--- config.mk ---
export PLATFORM = sky130hd
export DESIGN_NAME = reg_ring_master_flat
export DESIGN_NICKNAME = d
export VERILOG_FILES = /design/src/rtl/reg_ring_master_if.sv /design/src/rtl/reg_ring_master.sv /design/src/flat_wrapper.sv
export SDC_FILE = /design/constraint.sdc
export NUM_CORES = 1
export LEC_CHECK = 0
export ABC_AREA = 1
export CAP_MARGIN = 0
export CORE_MARGIN = 3
export CORE_UTILIZATION = 48
export CTS_BUF_LIST = sky130_fd_sc_hd__clkbuf_4 sky130_fd_sc_hd__clkbuf_8
export DETAILED_ROUTE_END_ITERATION = 16
export PLACE_DENSITY = 0.92
export SYNTH_ARGS = -nofsm -noshare
export SYNTH_HDL_FRONTEND = slang
export SYNTH_SLANG_ARGS = --single-unit
--- constraint.sdc ---
create_clock -name clk -period 2.7 [get_ports clk]
set_input_delay 0.405 -clock clk [delete_from_list [all_inputs] [get_ports clk]]
set_output_delay 0.405 -clock clk [all_outputs]
set_load 0.01 [all_outputs]
--- src/rtl/reg_ring_master_if.sv ---
// rtl/reg_ring_master_if.sv - one register-ring link (head or tail), master drives, slave receives
`ifndef UDP_REG_ADDR_WIDTH
`define UDP_REG_ADDR_WIDTH 23
`endif
`ifndef CPCI_NF2_DATA_WIDTH
`define CPCI_NF2_DATA_WIDTH 32
`endif

interface reg_ring_master_if #(
  parameter int SRC_W = 2
);
  logic                                req;
  logic                                ack;
  logic                                rd_wr_L;
  logic [`UDP_REG_ADDR_WIDTH-1:0]      addr;
  logic [`CPCI_NF2_DATA_WIDTH-1:0]     data;
  logic [SRC_W-1:0]                    src;

  modport master (output req, ack, rd_wr_L, addr, data, src);
  modport slave  (input  req, ack, rd_wr_L, addr, data, src);
endinterface

--- src/rtl/reg_ring_master.sv ---
// rtl/reg_ring_master.sv - register ring head: issues one host access, waits for its return or a timeout
module reg_ring_master #(
  parameter int                           UDP_REG_SRC_WIDTH = 2,
  parameter logic [UDP_REG_SRC_WIDTH-1:0] SRC_ADDR          = '0,
  parameter int                           TIMEOUT           = 64
) (
  input  logic                               clk,
  input  logic                               reset,
  input  logic                               core_reg_req,
  input  logic                               core_reg_rd_wr_L,
  input  logic [`UDP_REG_ADDR_WIDTH-1:0]     core_reg_addr,
  input  logic [`CPCI_NF2_DATA_WIDTH-1:0]    core_reg_wr_data,
  output logic [`CPCI_NF2_DATA_WIDTH-1:0]    core_reg_rd_data,
  output logic                               core_reg_ack,
  output logic                               core_reg_err,
  output logic [15:0]                        timeout_count,
  reg_ring_master_if.master                  ring_out,
  reg_ring_master_if.slave                   ring_in
);
  localparam int AW = `UDP_REG_ADDR_WIDTH;
  localparam int DW = `CPCI_NF2_DATA_WIDTH;
  localparam int SW = UDP_REG_SRC_WIDTH;
  localparam logic [7:0] TMO = 8'(TIMEOUT);

  localparam logic [1:0] S_IDLE = 2'd0;
  localparam logic [1:0] S_WAIT = 2'd1;
  localparam logic [1:0] S_DONE = 2'd2;
  localparam logic [1:0] S_HOLD = 2'd3;

  logic [1:0]    state_q, state_d;
  logic [7:0]    timer_q, timer_d;
  logic [15:0]   tcnt_q, tcnt_d;
  logic [DW-1:0] rd_data_q, rd_data_d;
  logic          ack_q, ack_d;
  logic          err_q, err_d;
  logic          req_out_q, req_out_d;
  logic          rd_wr_out_q, rd_wr_out_d;
  logic [AW-1:0] addr_out_q, addr_out_d;
  logic [DW-1:0] data_out_q, data_out_d;
  logic [SW-1:0] src_out_q, src_out_d;
  logic          ret_q, ret_d;
  logic          ret_ack_q, ret_ack_d;
  logic [DW-1:0] ret_data_q, ret_data_d;
  logic          ret_now;

  // Only our own frame arriving while waiting counts; everything else dies at the master.
  assign ret_now = (state_q == S_WAIT) && ring_in.req && (ring_in.src == SRC_ADDR);

  always_comb begin
    state_d     = state_q;
    timer_d     = timer_q;
    tcnt_d      = tcnt_q;
    rd_data_d   = rd_data_q;
    ack_d       = 1'b0;
    err_d       = 1'b0;
    req_out_d   = 1'b0;
    rd_wr_out_d = rd_wr_out_q;
    addr_out_d  = addr_out_q;
    data_out_d  = data_out_q;
    src_out_d   = src_out_q;
    ret_d       = ret_now;
    ret_ack_d   = ring_in.ack;
    ret_data_d  = ring_in.data;
    case (state_q)
      S_IDLE: begin
        if (core_reg_req) begin
          req_out_d   = 1'b1;
          rd_wr_out_d = core_reg_rd_wr_L;
          addr_out_d  = core_reg_addr;
          data_out_d  = core_reg_wr_data;
          src_out_d   = SRC_ADDR;
          timer_d     = 8'd0;
          state_d     = S_WAIT;
        end
      end
      S_WAIT: begin
        // A return seen in the final allowed cycle blocks the timeout and completes one cycle later.
        if (ret_q) begin
          state_d   = S_DONE;
          ack_d     = 1'b1;
          err_d     = !ret_ack_q;
          rd_data_d = ret_ack_q ? ret_data_q : DW'(32'hDEAD_BEEF);
        end else if (timer_q >= TMO && !ret_now) begin
          state_d   = S_DONE;
          ack_d     = 1'b1;
          err_d     = 1'b1;
          rd_data_d = DW'(32'hDEAD_DEAD);
          tcnt_d    = (tcnt_q == 16'hFFFF) ? tcnt_q : tcnt_q + 16'd1;
        end else if (!ret_now) begin
          timer_d = timer_q + 8'd1;
        end
      end
      S_DONE: state_d = S_HOLD;
      default: begin
        if (!core_reg_req) state_d = S_IDLE;
      end
    endcase
  end

  always_ff @(posedge clk) begin
    if (reset) begin
      state_q     <= S_IDLE;
      timer_q     <= '0;
      tcnt_q      <= '0;
      rd_data_q   <= '0;
      ack_q       <= 1'b0;
      err_q       <= 1'b0;
      req_out_q   <= 1'b0;
      rd_wr_out_q <= 1'b0;
      addr_out_q  <= '0;
      data_out_q  <= '0;
      src_out_q   <= '0;
      ret_q       <= 1'b0;
      ret_ack_q   <= 1'b0;
      ret_data_q  <= '0;
    end else begin
      state_q     <= state_d;
      timer_q     <= timer_d;
      tcnt_q      <= tcnt_d;
      rd_data_q   <= rd_data_d;
      ack_q       <= ack_d;
      err_q       <= err_d;
      req_out_q   <= req_out_d;
      rd_wr_out_q <= rd_wr_out_d;
      addr_out_q  <= addr_out_d;
      data_out_q  <= data_out_d;
      src_out_q   <= src_out_d;
      ret_q       <= ret_d;
      ret_ack_q   <= ret_ack_d;
      ret_data_q  <= ret_data_d;
    end
  end

  assign core_reg_rd_data = rd_data_q;
  assign core_reg_ack     = ack_q;
  assign core_reg_err     = err_q;
  assign timeout_count    = tcnt_q;
  assign ring_out.req     = req_out_q;
  assign ring_out.ack     = 1'b0;
  assign ring_out.rd_wr_L = rd_wr_out_q;
  assign ring_out.addr    = addr_out_q;
  assign ring_out.data    = data_out_q;
  assign ring_out.src     = src_out_q;
endmodule

--- src/flat_wrapper.sv ---
// flat-port wrapper written by rule: the top's interface ports become plain ports
module reg_ring_master_flat 
#(
  parameter int                           UDP_REG_SRC_WIDTH = 2,
  parameter logic [UDP_REG_SRC_WIDTH-1:0] SRC_ADDR          = '0,
  parameter int                           TIMEOUT           = 64
)
  (clk, reset, core_reg_req, core_reg_rd_wr_L, core_reg_addr, core_reg_wr_data, core_reg_rd_data, core_reg_ack, core_reg_err, timeout_count, ring_out_req, ring_out_ack, ring_out_rd_wr_L, ring_out_addr, ring_out_data, ring_out_src, ring_in_req, ring_in_ack, ring_in_rd_wr_L, ring_in_addr, ring_in_data, ring_in_src);
  reg_ring_master_if #(.SRC_W(2)) ring_out_i ();
  reg_ring_master_if #(.SRC_W(2)) ring_in_i ();
  input  logic clk;
  input  logic reset;
  input  logic core_reg_req;
  input  logic core_reg_rd_wr_L;
  input  logic [`UDP_REG_ADDR_WIDTH-1:0] core_reg_addr;
  input  logic [`CPCI_NF2_DATA_WIDTH-1:0] core_reg_wr_data;
  output logic [`CPCI_NF2_DATA_WIDTH-1:0] core_reg_rd_data;
  output logic core_reg_ack;
  output logic core_reg_err;
  output logic [15:0] timeout_count;
  output wire logic [$bits(ring_out_i.req)-1:0] ring_out_req;
  output wire logic [$bits(ring_out_i.ack)-1:0] ring_out_ack;
  output wire logic [$bits(ring_out_i.rd_wr_L)-1:0] ring_out_rd_wr_L;
  output wire logic [$bits(ring_out_i.addr)-1:0] ring_out_addr;
  output wire logic [$bits(ring_out_i.data)-1:0] ring_out_data;
  output wire logic [$bits(ring_out_i.src)-1:0] ring_out_src;
  input wire logic [$bits(ring_in_i.req)-1:0] ring_in_req;
  input wire logic [$bits(ring_in_i.ack)-1:0] ring_in_ack;
  input wire logic [$bits(ring_in_i.rd_wr_L)-1:0] ring_in_rd_wr_L;
  input wire logic [$bits(ring_in_i.addr)-1:0] ring_in_addr;
  input wire logic [$bits(ring_in_i.data)-1:0] ring_in_data;
  input wire logic [$bits(ring_in_i.src)-1:0] ring_in_src;
  assign ring_out_req = ring_out_i.req;
  assign ring_out_ack = ring_out_i.ack;
  assign ring_out_rd_wr_L = ring_out_i.rd_wr_L;
  assign ring_out_addr = ring_out_i.addr;
  assign ring_out_data = ring_out_i.data;
  assign ring_out_src = ring_out_i.src;
  assign ring_in_i.req = ring_in_req;
  assign ring_in_i.ack = ring_in_ack;
  assign ring_in_i.rd_wr_L = ring_in_rd_wr_L;
  assign ring_in_i.addr = ring_in_addr;
  assign ring_in_i.data = ring_in_data;
  assign ring_in_i.src = ring_in_src;
  reg_ring_master #(.UDP_REG_SRC_WIDTH(UDP_REG_SRC_WIDTH), .SRC_ADDR(SRC_ADDR), .TIMEOUT(TIMEOUT)) u_core (.clk(clk), .reset(reset), .core_reg_req(core_reg_req), .core_reg_rd_wr_L(core_reg_rd_wr_L), .core_reg_addr(core_reg_addr), .core_reg_wr_data(core_reg_wr_data), .core_reg_rd_data(core_reg_rd_data), .core_reg_ack(core_reg_ack), .core_reg_err(core_reg_err), .timeout_count(timeout_count), .ring_out(ring_out_i), .ring_in(ring_in_i));
endmodule
# Yosys cells after proc, flatten, opt, wreduce, memory -nomap -nowiden
# Index checks and enable logic that the tools add are counted.
# word_totals
register_bits,151
input_bits,119
out_inout_bits,110
elab_cells,62
# classes
add_sub_neg,2
n_lt_le_gt_ge,1
eq_ne,9
mux,17
bitwise,4
reduce_logical,16
# ops
cell,n
$mux 32,3
$mux 8,4
$add 16x1->16 const B,1
$eq 16x16->1 const B,1
$pmux 8 s2,1
$add 8x1->8 const B,1
$ge 8x7->1 const B,1
$mux 2,4
$ne 2x2->1 const B,4
$pmux 2 s3,1
$reduce_and 5->1,1
$logic_not 2->1,2
$mux 1,4
$ne 4x1->1 const B,1
$not 1->1,4
$reduce_and 2->1,2
$reduce_and 4->1,1
$reduce_bool 2->1,2
$reduce_or 2->1,2
$logic_and 1x1->1,3
$ne 3x2->1 const B,1
$reduce_and 3->1,1
$eq 2x1->1 const B,1
$eq 2x2->1 const B,1
$logic_not 1->1,2

# Longest topological paths before layout
# Gate-level depths: netlist (run 1).
# depth
depth_word,8
mapped_depth,12
depth_no_buf,11

# Worst setup path before layout (run 1)
# No wires, ideal clock.
# synth_path
path_kind,register to register
start,reg u_core.state_q[1]
end,reg u_core.rd_data_q[10] (netlist: u_core.core_reg_rd_data[10])
setup_ns,0.116
t_arrival_ns,1.383
t_required_ns,2.584
path_slack_ns,1.201
stages_incl_launch_ff,12
n_path_buf,1
period_less_slack_ns,1.499
cell_sequence,dfxtp_1 > inv_1 > ha_1 > nand2_1 > inv_1 > nand2_1 > nand3_4 > nand2_4 > buf_2 > nand2_1 > o211ai_1 > inv_1
# synth_between
elab_chain_cells,7
# synth_rtl
item,line_no,source
start: declaration,reg_ring_master.sv:30,"logic [1:0] state_q, state_d;"
start signal: assignment,reg_ring_master.sv:117,state_q <= state_d;
$eq 2x1->1 (*),"reg_ring_master.sv:47, reg_ring_master.sv:64",
$logic_and 1x1->1 (2 in a row),reg_ring_master.sv:47,assign ret_now = (state_q == S_WAIT) && ring_in.req && (ring_in.src == SRC_ADDR);
$logic_not 1->1,reg_ring_master.sv:83,end else if (timer_q >= TMO && !ret_now) begin
$logic_and 1x1->1,reg_ring_master.sv:83,
$reduce_bool 2->1 (no line),-,
$reduce_and 2->1 (no line) (*),-,
end signal: assignment,reg_ring_master.sv:120,rd_data_q <= rd_data_d;
end: declaration,reg_ring_master.sv:33,"logic [DW-1:0] rd_data_q, rd_data_d;"
# Every way passes the cells marked *; elsewhere a longest branch is shown, timed or not.
# A chain may end at the register's enable or synchronous reset.

# Final worst setup path (run 1)
# layout_path
start,reg u_core.state_q[1]
end,reg u_core.rd_data_q[22] (netlist: u_core.core_reg_rd_data[22])
# The elaborated chain is that of the path after synthesis.

==> results.json, run 1 <==
{
  "rr_endpoint": "u_core.core_reg_rd_data[22]",
  "antenna_found_initial": 0,
  "worstHoldStart": "u_core.ret_data_q[29]",
  "num_antenna_cells": 0,
  "timing.hold.ws_ns": 0.4475,
  "p_leak_nw": 3.488,
  "initial_core_util_pct": 50.08,
  "pre_cts_slack_ns": 0.3979,
  "final.period_utilization_pct": 77.20,
  "clkLatencyLatePin_ns": 0.44,
  "grt_pass1_wl_um": 23450,
  "finalSetupTns_ns": 0,
  "p_seq_share_pct": 43.9,
  "htreeDepth": 4,
  "postCtsHoldBufs": 0,
  "cap_violations": 0,
  "path_cells": "inv_1 > ha_1 > nand2_1 > inv_1 > nand2_1 > nand3_4 > nand2_4 > nand2_1 > o21ai_0",
  "peakVddDrop_v": 0.0006174,
  "synthCells": 762,
  "cts_tree": "done",
  "setup_viol": 0,
  "critPathKind": "flip-flop to flip-flop",
  "r2r_slack_ns": 0.62,
  "ant_nets": 0,
  "ys_seq_area_share_pct": 51.98,
  "rows": 39,
  "fmax_mhz": 479.7,
  "dp.final_hpwl_um": 10570,
  "cts_buffer_depth": 2,
  "clock_sinks": 151,
  "num_vias": 5373,
  "worstPathMaxFanout": 46,
  "routed_wl_um": 14910,
  "cp_common_cell": "nand2_1",
  "slowest_stage": "nand2_4",
  "synth-seq-cells": 151,
  "cts_buffers": 17,
  "synth_warnings": 0,
  "dp.cells": 1076,
  "vias_per_cell": 4.862,
  "wl_per_cell_um": 13.49,
  "fin_cells": 1105,
  "end_kind": "flip-flop",
  "gp_congestion": 0.8320,
  "core-area_um2": 11610,
  "start_kind": "flip-flop",
  "drt_iter0_markers": 306,
  "areaGrowthSynthToFinish_pct": 42.00,
  "portBuffers": 201,
  "switching_power_mw": 1.779,
  "cts_resized": 0,
  "clock_power_share_pct": 29.6,
  "worstHoldEndpoint": "u_core.core_reg_rd_data[29]",
  "fin_util_pct": 71.11,
  "cp.required_ns": 3.06,
  "sw_frac_of_total_pct": 29.94,
  "grt_max_degree": 57,
  "grt_use_total_pct": 22.23,
  "worst_pin_slew_ns": 0.5776,
  "holdPathStages": 2,
  "critPathLaunch": "u_core.state_q[1]",
  "die_height_um": 116.1,
  "p_int_mw": 4.162,
  "layout-drive-gt1-share_pct": 6.965,
  "drt_pre_antenna_iters": 4,
  "p_per_area_nw_per_um2": 719.4,
  "cts.reportedPaths.clkPinSlew_ns": 0.08,
  "layout_min_cycle_time_ns": 2.084,
  "die-area_um2": 13470,
  "slew_viol_final": 0,
  "maxSlewHeadroom_pct": 61.49,
  "hold_class": "flip-flop to flip-flop",
  "avgSynthCellArea_um2": 7.632,
  "rsz0062_at_grt": "false",
  "grt_overflow": 0,
  "arrival_ns": 2.44,
  "postCtsSetupRepairBufs": 0,
  "status": "complete, no violations",
  "nets": 1076,
  "pwr-share-comb_pct": 26.4,
  "io_pins": 229,
  "die_w_um": 116.1,
  "slowest_delay_ns": 0.44,
  "drc": 0,
  "grt_pass1_vias": 4957,
  "finalHoldViolations": 0,
  "reg2reg_from": "u_core.state_q[1]",
  "finClkSkew_ns": 0.01541,
  "clock-root-buffer": "clkbuf_8",
  "reg2reg_depth": 9,
  "layout_setup_ws_ns": 0.6155,
  "netlist_area_um2": 5816,
  "synth_cell_types": 31
}
[metal layers]
layer	up-vias	part of all wire, %	global-route usage [%]
met3	28	4.7	7.520
met1	2453	41	25.53
met5	-	0	0
li1	2751	-	-
met2	141	52	37.63
met4	0	2.6	9.822
[worst max-delay path: cells and delay by family (launching register included)]
family,cells,cell delay (ns)
adders and majority gates,1,0.19
AOI/OAI and AO/OA,1,0.24
and+or+nand+nor,5,1.12
buffers and inverters,2,0.11
DFF,1,0.33
[synth_stat cells, drive strengths merged]
| library cell | number | area, µm² |
|---|---|---|
| a21oi | 31 | 155.2 |
| and2 | 1 | 6.260 |
| buf | 27 | 160.2 |
| clkbuf | 14 | 53.80 |
| conb | 1 | 3.750 |
| dfxtp | 151 | 3023 |
| ha | 5 | 62.56 |
| inv | 82 | 307.8 |
| nand2 | 102 | 405.4 |
| nand3 | 30 | 197.7 |
| nand3b | 1 | 7.510 |
| nand4 | 3 | 18.77 |
| nor2 | 215 | 847.1 |
| nor3 | 4 | 30.03 |
| o211ai | 21 | 157.7 |
| o21ai | 71 | 355.3 |
| or2 | 1 | 6.260 |
| xor2 | 2 | 17.52 |
[cells by family (layout without fill, tap and decap cells)]
kind of cell	Yosys count	after routing	synth area share [%]
XOR/XNOR	2	2	0.3013
adder cells (fa/ha/maj)	5	5	1.076
AO/OA/AOI/OAI	123	123	11.49
flip-flops	151	151	51.98
buffers and inverters	123	321	8.972
AND/OR/NAND/NOR	357	357	26.12
other	1	3	0.06448
[state kept, by name, summed over array words and instances, names as in the netlist, 2 cells and up]
| name | flops |
|---|---|
| u_core.ring_out.addr | 23 |
| u_core.ring_out.data | 32 |
| u_core.state_q | 2 |
| u_core.ret_data_q | 32 |
| u_core.timeout_count | 16 |
| u_core.core_reg_rd_data | 32 |
| u_core.timer_q | 8 |
[metrics by stage]
stage                     power, mW  instance area (µm²)
after floorplan               3.498                 5823
after global placement        4.191                 7863
after detailed placement      4.238                 7863
after CTS                     5.988                 8258
after global routing          6.275                 8258
final                         5.941                 8258
[worst max path at each step]
stage                                              to  slack, ns
after floorplan           u_core.core_reg_rd_data[10]       1.20
after global placement              u_core.timer_q[3]       0.44
after detailed placement            u_core.timer_q[3]       0.40
after CTS                 u_core.core_reg_rd_data[22]       0.61
after global routing      u_core.core_reg_rd_data[22]       0.36
final                     u_core.core_reg_rd_data[22]       0.62
[final cells by class]
| class | instances | area (µm²) |
|---|---|---|
| inverters | 82 | 307.8 |
| multi-input cells | 490 | 2278 |
| repair buffers | 210 | 2074 |
| flip-flops and latches | 151 | 3023 |
| well taps | 143 | 178.9 |
| clock inverters | 11 | 147.6 |
| fillers | 919 | 3356 |
| clock buffers | 18 | 247.7 |
[power groups by stage]
stage	sequential (mW)	combinational (mW)	clock, mW
floorplan	2.76	0.738	0
global placement	2.65	1.54	0
detailed placement	2.66	1.57	0
CTS	2.61	1.58	1.79
global route	2.64	1.73	1.90
finish	2.61	1.57	1.76
[layout by cell type (no fill, tap or decap), types with 3 or more instances in the layout]
cell             instances
nand3_1                 22
o211ai_1                21
nor2_2                   4
dfxtp_1                151
nor2_4                   4
clkinv_2                 3
nand3_2                  7
clkbuf_8                18
nand2_2                  3
nand4_1                  3
buf_4                    9
inv_6                    4
clkdlybuf4s50_1        200
nand2_1                 97
inv_2                    4
nor2_1                 207
conb_1                   3
ha_1                     5
a21oi_1                 31
bufinv_16                3
o21ai_1                  9
o21ai_0                 62
inv_1                   78
No activity file was read; power rests on OpenSTA's default activity.
==> inputs of run 2 (changes only) <==
- CORE_UTILIZATION: 48 -> 41
- PLACE_DENSITY: 0.92 -> 0.84
- clock period: 2.7 -> 1.7 ns (I/O delays scaled with it)
==> run 2 against run 1 <==
Flip-flop and latch count stayed put. Sequential power grew 59%. Utilization decreased by 6.9 points. Cell area rose by 5.4%. Largest power group unchanged.
==> results.json, run 2 (synthesis gave the netlist of run 1 again) <==
{
  "status": "complete, no violations",
  "slew_viol_final": 0,
  "drt_pre_antenna_iters": 4,
  "die-area_um2": 15650,
  "clock-root-buffer": "clkbuf_8",
  "layout_min_cycle_time_ns": 1.623,
  "layout_setup_ws_ns": 0.07701,
  "mostFrequentLayoutCells": "nor2_1, clkdlybuf4s50_1, dfxtp_1",
  "worstPathMaxFanout": 5,
  "worst_pin_slew_ns": 0.5916,
  "cts.reportedPaths.clkPinSlew_ns": 0.08,
  "arrival_ns": 1.37,
  "layout-drive-gt1-share_pct": 11.63,
  "rsz0062_at_grt": "true",
  "hold_class": "primary input to flip-flop",
  "pre_cts_slack_ns": -0.06934,
  "portBuffers": 201,
  "cts_tree": "done",
  "start_kind": "flip-flop",
  "final.period_utilization_pct": 95.47,
  "grt_pass1_wl_um": 24430,
  "vias_per_cell": 4.632,
  "layout_commonest_cell": "nor2_1",
  "reg2reg_depth": 9,
  "io_pins": 229,
  "areaGrowthSynthToFinish_pct": 49.70,
  "finClkSkew_ns": 0.01113,
  "postCtsHoldBufs": 0,
  "initial_core_util_pct": 42.89,
  "maxSlewHeadroom_pct": 60.56,
  "clkLatencyLatePin_ns": 0.44,
  "grt_overflow": 0,
  "crit_family": "buffers and inverters",
  "drt_iter0_markers": 257,
  "p_leak_nw": 3.836,
  "die_w_um": 125.1,
  "holdPathStages": 4,
  "antenna_found_initial": 0,
  "end_kind": "output pin",
  "rows": 42,
  "die_height_um": 125.1,
  "dp.final_hpwl_um": 11110,
  "path_cells": "clkdlybuf4s50_1",
  "num_vias": 5396,
  "core-area_um2": 13560,
  "slowest_delay_ns": 0.55,
  "nets": 1100,
  "gp_congestion": 0.8166,
  "final_area_um2": 8706,
  "cts_buffers": 17,
  "grt_pass1_vias": 4977,
  "worstSetupPathDepth": 1,
  "cts_buffer_depth": 2,
  "htreeDepth": 4,
  "num_antenna_cells": 0,
  "cp.required_ns": 1.44,
  "dpl_cell_area_um2": 8099,
  "finalHoldViolations": 0,
  "cap_violations": 0,
  "fmax_mhz": 616.1,
  "peakVddDrop_v": 0.0009533,
  "setup_viol": 0,
  "timing.hold.ws_ns": 0.2335,
  "routed_wl_um": 15720,
  "clock_sinks": 151,
  "slowest_stage": "clkdlybuf4s50_1",
  "ant_nets": 0,
  "grt_max_degree": 57,
  "drc": 0,
  "critPathKind": "flip-flop to output pin",
  "wl_per_cell_um": 13.49,
  "cp_num_buf_inv": 1,
  "p_per_area_nw_per_um2": 1153,
  "grt_use_total_pct": 19.37
}
[run 2: changes by cell type in the layout (fill, tap and decap cells not counted), sizes merged]
cell | before | now
inv | 86 | 85
clkbuf | 18 | 20
buf | 10 | 33
bufinv | 3 | 5
dlymetal6s2s | 0 | 7
clkinvlp | 1 | 2
dlygate4sd2 | 0 | 6
clkdlybuf4s50 | 200 | 187
[run 2: layout make-up]
type,instances,area (µm²)
Multi-Input combinational cell,490,2323
Clock inverter,13,214.0
Fill cell,1159,4852
Sequential cell,151,3039
Timing Repair Buffer,234,2340
Inverter,82,307.8
Tap cell,176,220.2
Clock buffer,19,261.5
[run 2: metrics by stage]
step / utilization, % / setup TNS, ns / power (mW) / instances
detailed placement: 59.74 / -0.6432 / 6.886 / 1130
global placement: 59.74 / -0.2458 / 6.821 / 1130
finish: 64.21 / 0 / 10.04 / 1165
floorplan: - / 0 / 5.555 / 764
CTS: 63.36 / -0.002990 / 10.10 / 1162
global route: 64.21 / -0.04216 / 10.57 / 1165
[run 2: final timing paths]
| check | from | end | slack, ns |
|---|---|---|---|
| worst max-delay path | u_core.timeout_count[11] | timeout_count[11] | 0.08 |
| worst min-delay path | reset | u_core.timer_q[5] | 0.23 |
| worst max register to register | u_core.state_q[1] | u_core.timer_q[3] | 0.08 |
| worst min register to register | u_core.ret_data_q[29] | u_core.core_reg_rd_data[29] | 0.45 |
[run 2: layer usage]
layer  global-route usage [%]  share of wire [%]  up-vias
li1                         -                  -     2805
met1                    22.47                 42     2455
met2                    33.76                 51      122
met3                    6.055                5.3       14
met4                    6.888                1.4        0
met5                        0                  0        -
[run 2: what timing repair did]
action                                  CTS  global route
gates resized for setup                  17            28
endpoints found under the setup margin   21            57
buffers inserted                          0             2
pin swaps                                 0             3
gates cloned                              0             1
[run 2: power by group]
part	internal [mW]	total (mW)	switching [mW]
Clock	1.84	3.22	1.38
Combinational	1.31	2.67	1.36
Sequential	3.96	4.15	0.196
Total	7.11	10.0	2.93
==> inputs of run 3 (changes only) <==
- ABC_AREA: 1 -> not set
- CORE_UTILIZATION: 41 -> 40
==> run 3 against run 2 <==
Flip-flop and latch count stayed put. Cell area is 4.8% lower. Critical path depth stayed put. Sequential power is 3% lower. Via count is 8.8% lower. Global-route usage is 0.82 points lower. Wire length is 11% lower. Maximum frequency is 0.43% lower. Synthesized area is 6.2% lower. Die area is 3.7% lower. Cell count is 13% lower. Combinational power is 12% lower. Critical path type unchanged. Largest cell class unchanged.
==> results.json, run 3 <==
{
  "n_fill_cell": 1121,
  "slew_viol_final": 0,
  "cts_buffers": 17,
  "clock_sinks": 151,
  "end_kind": "output pin",
  "num_vias": 4921,
  "io_pins": 229,
  "layout_min_cycle_time_ns": 1.630,
  "gp_congestion": 0.8261,
  "vias_per_cell": 4.844,
  "synth_cell_types": 45,
  "p_leak_nw": 3.090,
  "yosys-top-cells-area": "dfxtp_1, nand2_1, a21oi_1",
  "fin_util_pct": 62.35,
  "cp_num_buf_inv": 1,
  "mostFrequentLayoutCells": "clkdlybuf4s50_1, dfxtp_1, nand2_1",
  "timing.hold.ws_ns": 0.2497,
  "die-area_um2": 15080,
  "path_cells": "clkdlybuf4s50_1",
  "p_per_area_nw_per_um2": 1118,
  "num_antenna_cells": 0,
  "postCtsSetupRepairBufs": 0,
  "cap_violations": 0,
  "clkLatencyLatePin_ns": 0.43,
  "r2r_slack_ns": 0.08,
  "routed_wl_um": 14030,
  "portBuffers": 201,
  "avgSynthCellArea_um2": 8.716,
  "grt_overflow": 0,
  "core-area_um2": 13300,
  "layout_commonest_cell": "clkdlybuf4s50_1",
  "ys.flop_type": "dfxtp_1",
  "status": "complete, no violations",
  "worstPathMaxFanout": 5,
  "yosys-top-cells-count": "dfxtp_1, nand2_1, a21oi_1",
  "final.period_utilization_pct": 95.88,
  "clock-root-buffer": "clkbuf_8",
  "hold_class": "primary input to flip-flop",
  "yosys.area.top_type": "dfxtp_1",
  "slowest_delay_ns": 0.55,
  "finClkSkew_ns": 0.009383,
  "cp.required_ns": 1.44,
  "slowest_stage": "clkdlybuf4s50_1",
  "die_height_um": 122.8,
  "yosysTopAreaCellShare_pct": 55.40,
  "grt_pass1_wl_um": 22170,
  "grt_pass1_vias": 4498,
  "synth-seq-cells": 151,
  "yosysMostFrequentCell": "dfxtp_1",
  "drt_pre_antenna_iters": 4,
  "antenna_found_initial": 0,
  "drt_iter0_markers": 258,
  "ant_nets": 0,
  "dp.final_hpwl_um": 10100,
  "netlist_area_um2": 5456,
  "synthCells": 626,
  "initial_core_util_pct": 41.04,
  "die_w_um": 122.8,
  "crit_family": "buffers and inverters",
  "rsz0062_at_grt": "true",
  "async_flop_share_pct": 0,
  "grt_max_degree": 58,
  "fmax_mhz": 613.5,
  "drc": 0,
  "arrival_ns": 1.37,
  "areaGrowthSynthToFinish_pct": 51.91,
  "setup_viol": 0,
  "htreeDepth": 4,
  "ys_seq_area_share_pct": 55.40,
  "start_kind": "flip-flop",
  "finalHoldViolations": 0,
  "rows": 42,
  "wl_per_cell_um": 13.81,
  "peakVddDrop_v": 0.0009166,
  "synth_warnings": 0,
  "nets": 952,
  "cts.reportedPaths.clkPinSlew_ns": 0.08,
  "critPathKind": "flip-flop to output pin",
  "layout-drive-gt1-share_pct": 10.36,
  "cts_buffer_depth": 2,
  "grt_use_total_pct": 18.56,
  "synth_edf_count": 0,
  "cts_tree": "done"
}
run 3: cell count changes after synthesis, moves of 35 or more:
| cell | delta |
|---|---|
| nor3_1 | +44 |
| a21oi_1 | +36 |
| nor2_1 | -157 |
| o21ai_0 | -60 |
| inv_1 | -75 |
| nor2b_1 | +35 |
run 3: cells by family after synthesis:
logic type | after synthesis | synth area share (%)
other | 1 | 0.06873
AO/OA/AOI/OAI | 95 | 10.30
buffers and inverters | 49 | 3.715
AND/OR/NAND/NOR | 313 | 27.38
adder cells (fa/ha/maj) | 5 | 1.147
multiplexers | 3 | 0.5504
XOR/XNOR | 9 | 1.445
flip-flops | 151 | 55.40
run 3: final cells by class:
type	count	area, µm²	share of cell area [%]
Multi-Input combinational cell	428	2287	27.59
Timing Repair Buffer	226	2306	27.82
Clock inverter	10	142.6	1.721
Sequential cell	151	3035	36.62
Clock buffer	21	282.8	3.411
Tap cell	176	220.2	2.657
Inverter	4	15.01	0.1811
run 3: stage by stage:
stage                     instance area, µm²  TNS [ns]  power [mW]  cells  setup WS [ns]
after floorplan                         5466         0       5.277    628        0.01201
after global placement                  7797    -9.788       6.400    985        -0.2390
after detailed placement                7797    -13.04       6.434    985        -0.3123
after CTS                               8244         0       9.350   1016       0.001559
after global routing                    8289  -0.01925       9.781   1016       -0.01925
final                                   8289         0       9.267   1016        0.07006
run 3: routing by layer:
layer / vias up / wire [µm] / GRT usage, %
met1: 2266 / 5559 / 21.37
li1: 2490 / - / -
met4: 0 / 290 / 7.068
met2: 146 / 7076 / 31.06
met3: 19 / 1107 / 7.235
met5: - / 0 / 0
run 3: timing repair:
| action | CTS | global route |
|---|---|---|
| endpoints found under the setup margin | 11 | 21 |
| gates resized for setup | 12 | 16 |
| hold buffers | 0 | 0 |
| pin swaps | 3 | 6 |
run 3: final timing paths:
kind	start	to	cells past startpoint
worst min register to register	u_core.ring_out.data[11]	u_core.ring_out.data[11]	2
worst min-delay path	reset	u_core.ret_data_q[7]	2
worst max-delay path	u_core.timeout_count[4]	timeout_count[4]	1
worst max register to register	u_core.state_q[0]	u_core.timer_q[2]	6
run 3: power by group:
| group | internal, mW | total, mW | leakage (nW) | switching (mW) |
|---|---|---|---|---|
| logic | 1.17 | 2.35 | 1.65 | 1.18 |
| registers | 3.88 | 4.04 | 1.24 | 0.166 |
| clock network | 1.58 | 2.88 | 0.204 | 1.29 |
